**src/rtl/serial_add_pkg.sv**
```systemverilog
// Shared types and defaults for the bit-serial adder controller.
package serial_add_pkg;

   typedef enum logic [1:0] {
      IDLE = 2'd0,
      RUN  = 2'd1,
      DONE = 2'd2
   } state_t;

   localparam int DEFAULT_WIDTH = 8;

endpackage

```
**src/rtl/serial_add_ctrl_fa_bit.sv**
```systemverilog
// One-bit full adder, reused by the serial controller for every bit position.
// Purely combinational: no latency, no backpressure.
module fa_bit (
   input  logic a,
   input  logic b,
   input  logic cin,
   output logic s,
   output logic cout
);

   assign s    = a ^ b ^ cin;
   assign cout = (a & b) | (a & cin) | (b & cin);

endmodule

```
**src/rtl/serial_add_ctrl.sv**
```systemverilog
// Bit-serial adder: a_in + b_in + cin, LSB first, one shared full adder; optional ovf via SERIAL_ADD_OVF_EN.
// Latency: start accepted at edge k -> done pulse in the cycle after edge k+WIDTH.
// Backpressure: start is only taken in IDLE; while busy it is ignored.
module serial_add_ctrl
   import serial_add_pkg::*;
#(
   parameter int WIDTH = DEFAULT_WIDTH
) (
   input  logic             clk,
   input  logic             rst,
   input  logic             start,
   input  logic [WIDTH-1:0] a_in,
   input  logic [WIDTH-1:0] b_in,
   input  logic             cin,
   output logic             busy,
   output logic             done,
   output logic [WIDTH-1:0] sum,
   output logic             cout
`ifdef SERIAL_ADD_OVF_EN
   ,
   output logic             ovf
`endif
);

   localparam int CW = $clog2(WIDTH);
   localparam logic [CW-1:0] LAST_BIT = CW'(WIDTH - 1);

   state_t           state;
   logic [WIDTH-1:0] a_sh;
   logic [WIDTH-1:0] b_sh;
   logic [CW-1:0]    cnt;
   logic             carry;
   logic             fa_s;
   logic             fa_cout;

   fa_bit u_fa (
      .a    (a_sh[0]),
      .b    (b_sh[0]),
      .cin  (carry),
      .s    (fa_s),
      .cout (fa_cout)
   );

   always_ff @(posedge clk) begin
      if (rst) begin
         state <= IDLE;
         busy  <= 1'b0;
         done  <= 1'b0;
         sum   <= '0;
         cout  <= 1'b0;
         cnt   <= '0;
         carry <= 1'b0;
         a_sh  <= '0;
         b_sh  <= '0;
`ifdef SERIAL_ADD_OVF_EN
         ovf   <= 1'b0;
`endif
      end else begin
         done <= 1'b0;
         case (state)
            IDLE: begin
               if (start) begin
                  a_sh  <= a_in;
                  b_sh  <= b_in;
                  carry <= cin;
                  cnt   <= '0;
                  busy  <= 1'b1;
                  state <= RUN;
               end
            end
            RUN: begin
               a_sh  <= a_sh >> 1;
               b_sh  <= b_sh >> 1;
               sum   <= {fa_s, sum[WIDTH-1:1]};
               carry <= fa_cout;
               if (cnt == LAST_BIT) begin
                  // Counter parks on the last bit instead of wrapping.
                  cout  <= fa_cout;
`ifdef SERIAL_ADD_OVF_EN
                  ovf   <= carry ^ fa_cout;
`endif
                  done  <= 1'b1;
                  state <= DONE;
               end else begin
                  cnt <= cnt + 1'b1;
               end
            end
            DONE: begin
               busy  <= 1'b0;
               state <= IDLE;
            end
            default: begin
               busy  <= 1'b0;
               state <= IDLE;
            end
         endcase
      end
   end

endmodule

```
**config.mk**
```make
export PLATFORM = sky130hd
export DESIGN_NAME = serial_add_ctrl
export DESIGN_NICKNAME = d
export VERILOG_FILES = /design/src/rtl/serial_add_pkg.sv /design/src/rtl/serial_add_ctrl_fa_bit.sv /design/src/rtl/serial_add_ctrl.sv
export SDC_FILE = /design/constraint.sdc
export NUM_CORES = 1
export LEC_CHECK = 0
export CAP_MARGIN = 20
export CORE_ASPECT_RATIO = 0.75
export CORE_MARGIN = 2
export CORE_UTILIZATION = 40
export CTS_CLUSTER_SIZE = 8
export DETAILED_ROUTE_END_ITERATION = 6
export PLACE_DENSITY = 0.65
export SLEW_MARGIN = 20
export SYNTH_ARGS = -nofsm -noshare
export SYNTH_HDL_FRONTEND = slang
export SYNTH_SLANG_ARGS = --single-unit
```
**constraint.sdc**
```tcl
create_clock -name clk -period 3 [get_ports clk]
set_input_delay 0.9 -clock clk [delete_from_list [all_inputs] [get_ports clk]]
set_output_delay 0.9 -clock clk [all_outputs]
set_load 0.005 [all_outputs]
```
==> impl_metrics.json, run 1 <==
{
  "cp_num_buf_inv": 1,
  "cp-end-kind": "primary output",
  "place.detailed.hpwl_mm": 1.88,
  "multi_input_area_um2": 719,
  "fillers": 350,
  "ys_warn_count": 0,
  "first_pass_iters": 4,
  "cts_tree": "yes",
  "drt_iter0_drc": 55,
  "nets": 199,
  "grt_setup_unrepaired": "no",
  "start_util_pct": 41.0,
  "syn_inst": 150,
  "run_status": "completed",
  "setup_viol": 0,
  "grt_max_degree": 34,
  "core_um2": 3610,
  "hold_buffers": 0,
  "cts_sinks": 33,
  "fmax_ghz": 0.486,
  "wl_per_cell_um": 12.0,
  "finalCriticalPeriod_ns": 2.06,
  "fin_util_pct": 51.0,
  "diodes": 0,
  "peakVddDrop_mv": 0.314,
  "crit_type": "reg2out",
  "io_pins": 31,
  "crit_path_top_delay_cell": "clkdlybuf4s50_1",
  "critPathLaunchType": "flop",
  "wirelength_mm": 2.75,
  "grt_use_total_pct": 15.3,
  "p_leak_nw": 0.665,
  "report.final.hold_viol_count": 0,
  "synth_area_um2": 1480,
  "path_clk_slew_ns": 0.06,
  "synth.distinct_cells": 25,
  "globalplace.congestion": 0.724,
  "yosysSeqAreaShare_pct": 44.6,
  "relSlewSlack_pct": 49.6,
  "avgSynthCellArea_um2": 9.88,
  "die_y_um": 56.7,
  "fin_worst_skew_ns": 0.00200,
  "most-common-layout-cells": "33 x dfxtp_1, 30 x clkdlybuf4s50_1, 20 x nor2_1, 20 x nand2_1",
  "die_x_um": 74.3,
  "slew_violations": 0,
  "std_cell_rows": 19,
  "drive_above_1_share_pct": 13.0,
  "required_ns": 2.10,
  "maxCapViolations": 0,
  "powerDensity_nw_per_um2": 502,
  "stdcell_area_um2": 1840,
  "cts_max_level": 2,
  "timing.hold.ws_ns": 0.457,
  "timing.final.ws_setup_ns": 0.943,
  "port_buffers": 30,
  "cts_buffer_depth": 2,
  "arrival_ns": 1.16,
  "syn_nets": 173,
  "finalSetupTns_ns": 0,
  "postPlaceCellArea_um2": 1760,
  "clock_latency_ns": 0.28,
  "via_count": 1116,
  "worst_pin_slew_ns": 0.755,
  "path_cells": "clkdlybuf4s50_1",
  "max_stage_delay_ns": 0.51,
  "avgViaCountPerCell": 4.87,
  "drc": 0,
  "critPathMaxFanout": 3,
  "grt_pass1_vias": 1095,
  "cts-root-buf": "clkbuf_8",
  "fp.dieArea_um2": 4210,
  "numCtsBuffers": 5,
  "antenna_found_initial": 0,
  "synth_seq_cells": 33,
  "crit_family": "buffers and inverters",
  "overflow": 0,
  "ff_latch_area_um2": 661,
  "place_ws_ns": 0.688,
  "mostFrequentLayoutCell": "dfxtp_1",
  "cts_setup_buffers": 0,
  "grt_pass1_wl_mm": 4.89,
  "finalCritPeriodShare_pct": 68.6,
  "syn_to_final_growth_pct": 24.4,
  "cts-resized-gates": 0,
  "ant_nets": 0,
  "hp-class": "reg2reg"
}
## cells by family (layout without fill, tap and decap cells)
| group | Yosys count | after routing | synth area share [%] |
|---|---|---|---|
| and+or+nand+nor | 51 | 51 | 14.6 |
| AOI/OAI and AO/OA | 34 | 34 | 20.8 |
| DFF | 33 | 33 | 44.6 |
| muxes | 15 | 15 | 10.1 |
| buffers and inverters | 14 | 41 | 6.92 |
| adders and majority gates | 3 | 3 | 3.04 |
## stage by stage
stage                     instances  power, mW
final                           229      0.925
after detailed placement        221      0.621
after global routing            229      0.975
after CTS                       229      0.940
after global placement          221      0.615
after floorplan                 150      0.584
## final timing paths
| kind | from | to | slack, ns | cells after the start |
|---|---|---|---|---|
| max | sum[3] | sum[3] | 0.94 | 1 |
| min | sum[0] | sum[0] | 0.46 | 2 |
| max reg2reg | state[0] | a_sh[0] | 1.24 | 3 |
| min reg2reg | sum[0] | sum[0] | 0.46 | 2 |
## layout make-up
type | count | area share, %
tap | 52 | 3.53
timing repair buffer | 32 | 17.1
multi-input combinational | 103 | 39.0
inverter | 1 | 0.204
sequential | 33 | 35.8
clock buffer | 8 | 4.34
## cells in the mapped netlist
| master | number | area [um2] |
|---|---|---|
| a31oi_1 | 3 | 18.8 |
| a22oi_1 | 2 | 15.0 |
| mux2i_1 | 15 | 150 |
| nor3b_1 | 1 | 7.51 |
| a21oi_1 | 11 | 55.1 |
| nor4b_1 | 1 | 8.76 |
| clkbuf_1 | 3 | 11.3 |
| nor3_1 | 1 | 5.00 |
| nand3b_1 | 1 | 7.51 |
| dfxtp_1 | 33 | 661 |
| clkbuf_2 | 1 | 5.00 |
| fa_1 | 1 | 20.0 |
| a211oi_2 | 15 | 188 |
| nor2_1 | 20 | 75.1 |
| inv_1 | 1 | 3.75 |
| buf_2 | 3 | 15.0 |
| buf_6 | 6 | 67.6 |
| nand2_1 | 20 | 75.1 |
| nand3_1 | 5 | 25.0 |
| ha_1 | 2 | 25.0 |
| nand2b_1 | 1 | 6.26 |
| a211oi_1 | 1 | 7.51 |
| nor2b_1 | 1 | 6.26 |
| o21bai_1 | 1 | 7.51 |
| o21ba_4 | 1 | 16.3 |
## worst min-delay path, cell delays in order (launching register included)
cell and delay (ns):
dfxtp_1 0.31, nand2_1 0.05, a21oi_1 0.05
## sequential cells by signal, indices dropped and copies added (netlist names), 2 cells and up
register / count
b_sh: 8
a_sh: 8
state: 2
sum: 8
cnt: 3
## routing by layer
layer | GRT usage, % | wire (um) | part of all wire (%) | vias to the layer above
li1 | - | - | - | 576
met1 | 20.0 | 1300 | 47 | 513
met2 | 22.7 | 1250 | 45 | 21
met3 | 7.00 | 161 | 5.8 | 6
met4 | 4.59 | 37 | 1.3 | 0
met5 | 0 | 0 | 0 | -
## power by group
part           internal (mW)  switching [mW]
registers              0.463          0.0198
logic                 0.0673          0.0590
clock network          0.165           0.151
total                  0.695           0.230
No activity file was read; power rests on OpenSTA's default activity.
==> inputs of run 2 (changes only) <==
- PLACE_DENSITY: 0.65 -> 0.68
- clock period: 3 -> 1.8 ns (I/O delays scaled with it)
==> run 2 against run 1 <==
Net effect:
- global-route usage fell by 0.77 points
- clock power rose by 120%
- worst hold slack improved by 0.0033 ns
- final cell count rose by 3.1%
- non-clock buffer count rose by 7
- count of clock-buffer cells in the layout fell by 1
- combinational power rose by 90%
- routed wire length fell by 0.15%
- critical path depth did not move
- clock skew rose by 0.0018 ns
- largest cell class unchanged
==> impl_metrics.json, run 2 (synthesis results as in run 1) <==
{
  "fmax_ghz": 0.593,
  "drive_above_1_share_pct": 17.4,
  "avgViaCountPerCell": 4.94,
  "antenna_found_initial": 0,
  "drt_iter0_drc": 45,
  "hp-class": "reg2reg",
  "cp_num_buf_inv": 1,
  "peakVddDrop_mv": 0.604,
  "grt_max_degree": 31,
  "slew_violations": 0,
  "report.final.hold_viol_count": 0,
  "finalSetupTns_ns": 0,
  "wirelength_mm": 2.75,
  "place.detailed.hpwl_mm": 2.03,
  "most-common-layout-cells": "33 x dfxtp_1, 30 x clkdlybuf4s50_1, 20 x nor2_1, 20 x nand2_1",
  "cts-root-buf": "clkbuf_8",
  "timing.hold.ws_ns": 0.460,
  "p_leak_nw": 0.723,
  "grt_pass1_wl_mm": 4.59,
  "io_pins": 31,
  "mostFrequentLayoutCell": "dfxtp_1",
  "cts_buffer_depth": 2,
  "syn_to_final_growth_pct": 31.2,
  "run_status": "completed",
  "required_ns": 1.26,
  "relSlewSlack_pct": 80.2,
  "overflow": 0,
  "cp-end-kind": "primary output",
  "crit_family": "buffers and inverters",
  "maxCapViolations": 0,
  "cts_max_level": 2,
  "die_y_um": 56.7,
  "worst_pin_slew_ns": 0.297,
  "cts_sinks": 33,
  "crit_type": "reg2out",
  "max_stage_delay_ns": 0.51,
  "grt_setup_unrepaired": "no",
  "clock_latency_ns": 0.28,
  "fp.dieArea_um2": 4210,
  "cts-resized-gates": 0,
  "cts_setup_buffers": 0,
  "critPathLaunchType": "flop",
  "diodes": 0,
  "arrival_ns": 1.15,
  "setup_viol": 0,
  "via_count": 1165,
  "powerDensity_nw_per_um2": 897,
  "globalplace.congestion": 0.740,
  "grt_use_total_pct": 14.6,
  "wl_per_cell_um": 11.6,
  "fillers": 335,
  "core_um2": 3610,
  "critPathMaxFanout": 3,
  "cts_tree": "yes",
  "finalCritPeriodShare_pct": 93.7,
  "hold_buffers": 0,
  "crit_path_top_delay_cell": "clkdlybuf4s50_1",
  "std_cell_rows": 19,
  "start_util_pct": 41.0,
  "first_pass_iters": 4,
  "top_regs": "a_sh: 8 flops, b_sh: 8 flops, sum: 8 flops",
  "port_buffers": 30,
  "path_clk_slew_ns": 0.07,
  "path_cells": "clkdlybuf4s50_1",
  "fin_worst_skew_ns": 0.00379,
  "die_x_um": 74.3,
  "drc": 0,
  "ant_nets": 0,
  "nets": 206,
  "grt_pass1_vias": 1092,
  "numCtsBuffers": 5,
  "finalCriticalPeriod_ns": 1.69
}
run 2: cell count changes in the layout (fill, tap and decap cells not counted), sizes merged:
| cell | change |
|---|---|
| buf | +7 |
| bufinv | +1 |
| clkbuf | -1 |
run 2: where the power goes:
| group | internal, mW | total (mW) | switching (mW) |
|---|---|---|---|
| combinational | 0.128 | 0.239 | 0.111 |
| sequential | 0.772 | 0.796 | 0.0236 |
| clock | 0.451 | 0.710 | 0.259 |
run 2: final cells by class:
| class | count | area, um2 | area share [%] |
|---|---|---|---|
| sequential | 33 | 661 | 34.0 |
| timing repair buffer | 39 | 380 | 19.5 |
| clock inverter | 1 | 30.0 | 1.54 |
| tap | 52 | 65.1 | 3.34 |
| multi-input combinational | 103 | 719 | 37.0 |
| inverter | 1 | 3.75 | 0.193 |
| clock buffer | 7 | 86.3 | 4.44 |
run 2: final timing paths:
kind	start	to	slack, ns	cells after the start
max	sum[6]	sum[6]	0.11	1
min	sum[0]	sum[0]	0.46	2
max reg2reg	cnt[0]	cnt[0]	0.44	5
min reg2reg	sum[0]	sum[0]	0.46	2
run 2: through the flow:
step	setup WS [ns]	std cells	total power, mW	util [%]	cell area (um2)
2_1_floorplan	0.502	150	0.974	-	1480
3_3_place_gp	0.0752	228	1.04	50.6	1830
3_5_place_dp	0.0101	228	1.05	50.6	1830
4_1_cts	0.0940	236	1.77	53.8	1950
5_1_grt	0.0422	236	1.82	53.8	1950
6_report	0.113	236	1.75	53.8	1950
run 2: routing by layer:
layer	track usage, %	vias up	share of wire, %
li1	-	592	-
met4	7.65	0	1.9
met2	23.6	27	45
met3	5.03	8	4.8
met1	16.8	538	48
met5	0	-	0
==> inputs of run 3 (changes only) <==
- CELL_PAD_IN_SITES_DETAIL_PLACEMENT: unset -> 1
- CELL_PAD_IN_SITES_GLOBAL_PLACEMENT: unset -> 1
- CORE_UTILIZATION: 40 -> 34
- PLACE_DENSITY: 0.68 -> unset
- PLACE_DENSITY_LB_ADDON: unset -> 0.1
==> run 3 against run 2 <==
Net effect:
- worst hold slack got worse by 0.0028 ns
- power rose by 6.8%
- register-to-register slack got worse by 0.09 ns
- count of clock-buffer cells in the layout fell by 2
- worst setup slack got worse by 0.0058 ns
- maximum frequency fell by 0.34%
- first-iteration DRC count fell by 2.2%
- clock power rose by 16%
- sequential cell count did not move
- die area rose by 17%
==> impl_metrics.json, run 3 (synthesis results as in run 1) <==
{
  "arrival_ns": 1.15,
  "wirelength_mm": 3.12,
  "ant_nets": 0,
  "place.detailed.hpwl_mm": 2.24,
  "cts_sinks": 33,
  "grt_pass1_wl_mm": 5.23,
  "die_x_um": 80.3,
  "drive_above_1_share_pct": 17.0,
  "critPathLaunchType": "flop",
  "via_count": 1162,
  "finalCriticalPeriod_ns": 1.69,
  "wl_per_cell_um": 13.2,
  "powerDensity_nw_per_um2": 948,
  "p_leak_nw": 0.728,
  "top_regs": "a_sh: 8 flops, b_sh: 8 flops, sum: 8 flops",
  "first_pass_iters": 4,
  "antenna_found_initial": 0,
  "grt_pass1_vias": 1179,
  "avgViaCountPerCell": 4.90,
  "crit_type": "reg2out",
  "run_status": "completed",
  "report.final.hold_viol_count": 0,
  "required_ns": 1.26,
  "hold_buffers": 0,
  "cts_tree": "yes",
  "cts_buffer_depth": 2,
  "diodes": 0,
  "cp_num_buf_inv": 1,
  "core_um2": 4130,
  "std_cell_rows": 20,
  "fp.dieArea_um2": 4910,
  "worst_pin_slew_ns": 0.425,
  "start_util_pct": 35.9,
  "syn_to_final_growth_pct": 32.5,
  "most-common-layout-cells": "33 x dfxtp_1, 30 x clkdlybuf4s50_1, 20 x nor2_1, 20 x nand2_1",
  "cts-root-buf": "clkbuf_8",
  "crit_family": "buffers and inverters",
  "drt_iter0_drc": 44,
  "cp-end-kind": "primary output",
  "fmax_ghz": 0.591,
  "max_stage_delay_ns": 0.51,
  "grt_max_degree": 34,
  "globalplace.congestion": 0.732,
  "drc": 0,
  "path_cells": "clkdlybuf4s50_1",
  "peakVddDrop_mv": 0.524,
  "critPathMaxFanout": 3,
  "slew_violations": 0,
  "cts_setup_buffers": 0,
  "maxCapViolations": 0,
  "numCtsBuffers": 5,
  "io_pins": 31,
  "die_y_um": 61.2,
  "mostFrequentLayoutCell": "dfxtp_1",
  "cts-resized-gates": 0,
  "crit_path_top_delay_cell": "clkdlybuf4s50_1",
  "finalPower_mw": 1.86,
  "nets": 204,
  "setup_viol": 0,
  "path_clk_slew_ns": 0.07,
  "grt_setup_unrepaired": "no",
  "finalCritPeriodShare_pct": 94.1,
  "cts_max_level": 2,
  "fin_worst_skew_ns": 0.00687,
  "relSlewSlack_pct": 71.7,
  "finalSetupTns_ns": 0,
  "fillers": 483,
  "clock_latency_ns": 0.28,
  "grt_use_total_pct": 14.1,
  "port_buffers": 30,
  "overflow": 0,
  "hp-class": "reg2reg"
}
## run 3: layer usage
layer	GRT usage, %	vias up	part of all wire, %
li1	-	584	-
met1	16.9	551	47
met2	24.5	23	48
met3	4.40	4	4.1
met4	5.08	0	0.96
met5	0	-	0
## run 3: final timing paths
path,start,endpoint,slack (ns),depth (start not counted)
max reg2reg,state[0],sum[6],0.35,4
min,sum[0],sum[0],0.46,2
max,sum[7],sum[7],0.11,1
min reg2reg,sum[0],sum[0],0.46,2
## run 3: cell type report
cell class | instances | area [um2] | share of cell area (%)
multi-input cells | 103 | 719 | 36.6
flip-flops and latches | 33 | 661 | 33.6
repair buffers | 37 | 378 | 19.2
clock buffers | 5 | 68.8 | 3.50
well taps | 55 | 68.8 | 3.50
clock inverters | 3 | 65.1 | 3.31
inverters | 1 | 3.75 | 0.191
## run 3: per-stage QoR
step / util (%) / area, um2 / worst slack, ns / std cells / hold WS [ns]
6_report: 47.6 / 1960 / 0.107 / 237 / 0.457
3_5_place_dp: 44.3 / 1830 / 0.0329 / 229 / 0.454
5_1_grt: 47.6 / 1960 / 0.0441 / 237 / 0.482
2_1_floorplan: - / 1480 / 0.502 / 150 / 0.453
3_3_place_gp: 44.3 / 1830 / 0.0741 / 229 / 0.445
4_1_cts: 47.6 / 1960 / 0.0851 / 237 / 0.464
## run 3: where the power goes
| group | internal (mW) | leakage, nW | switching (mW) |
|---|---|---|---|
| clock network | 0.550 | 0.0681 | 0.271 |
| registers | 0.772 | 0.271 | 0.0297 |
| logic | 0.129 | 0.388 | 0.111 |
| total | 1.45 | 0.728 | 0.412 |
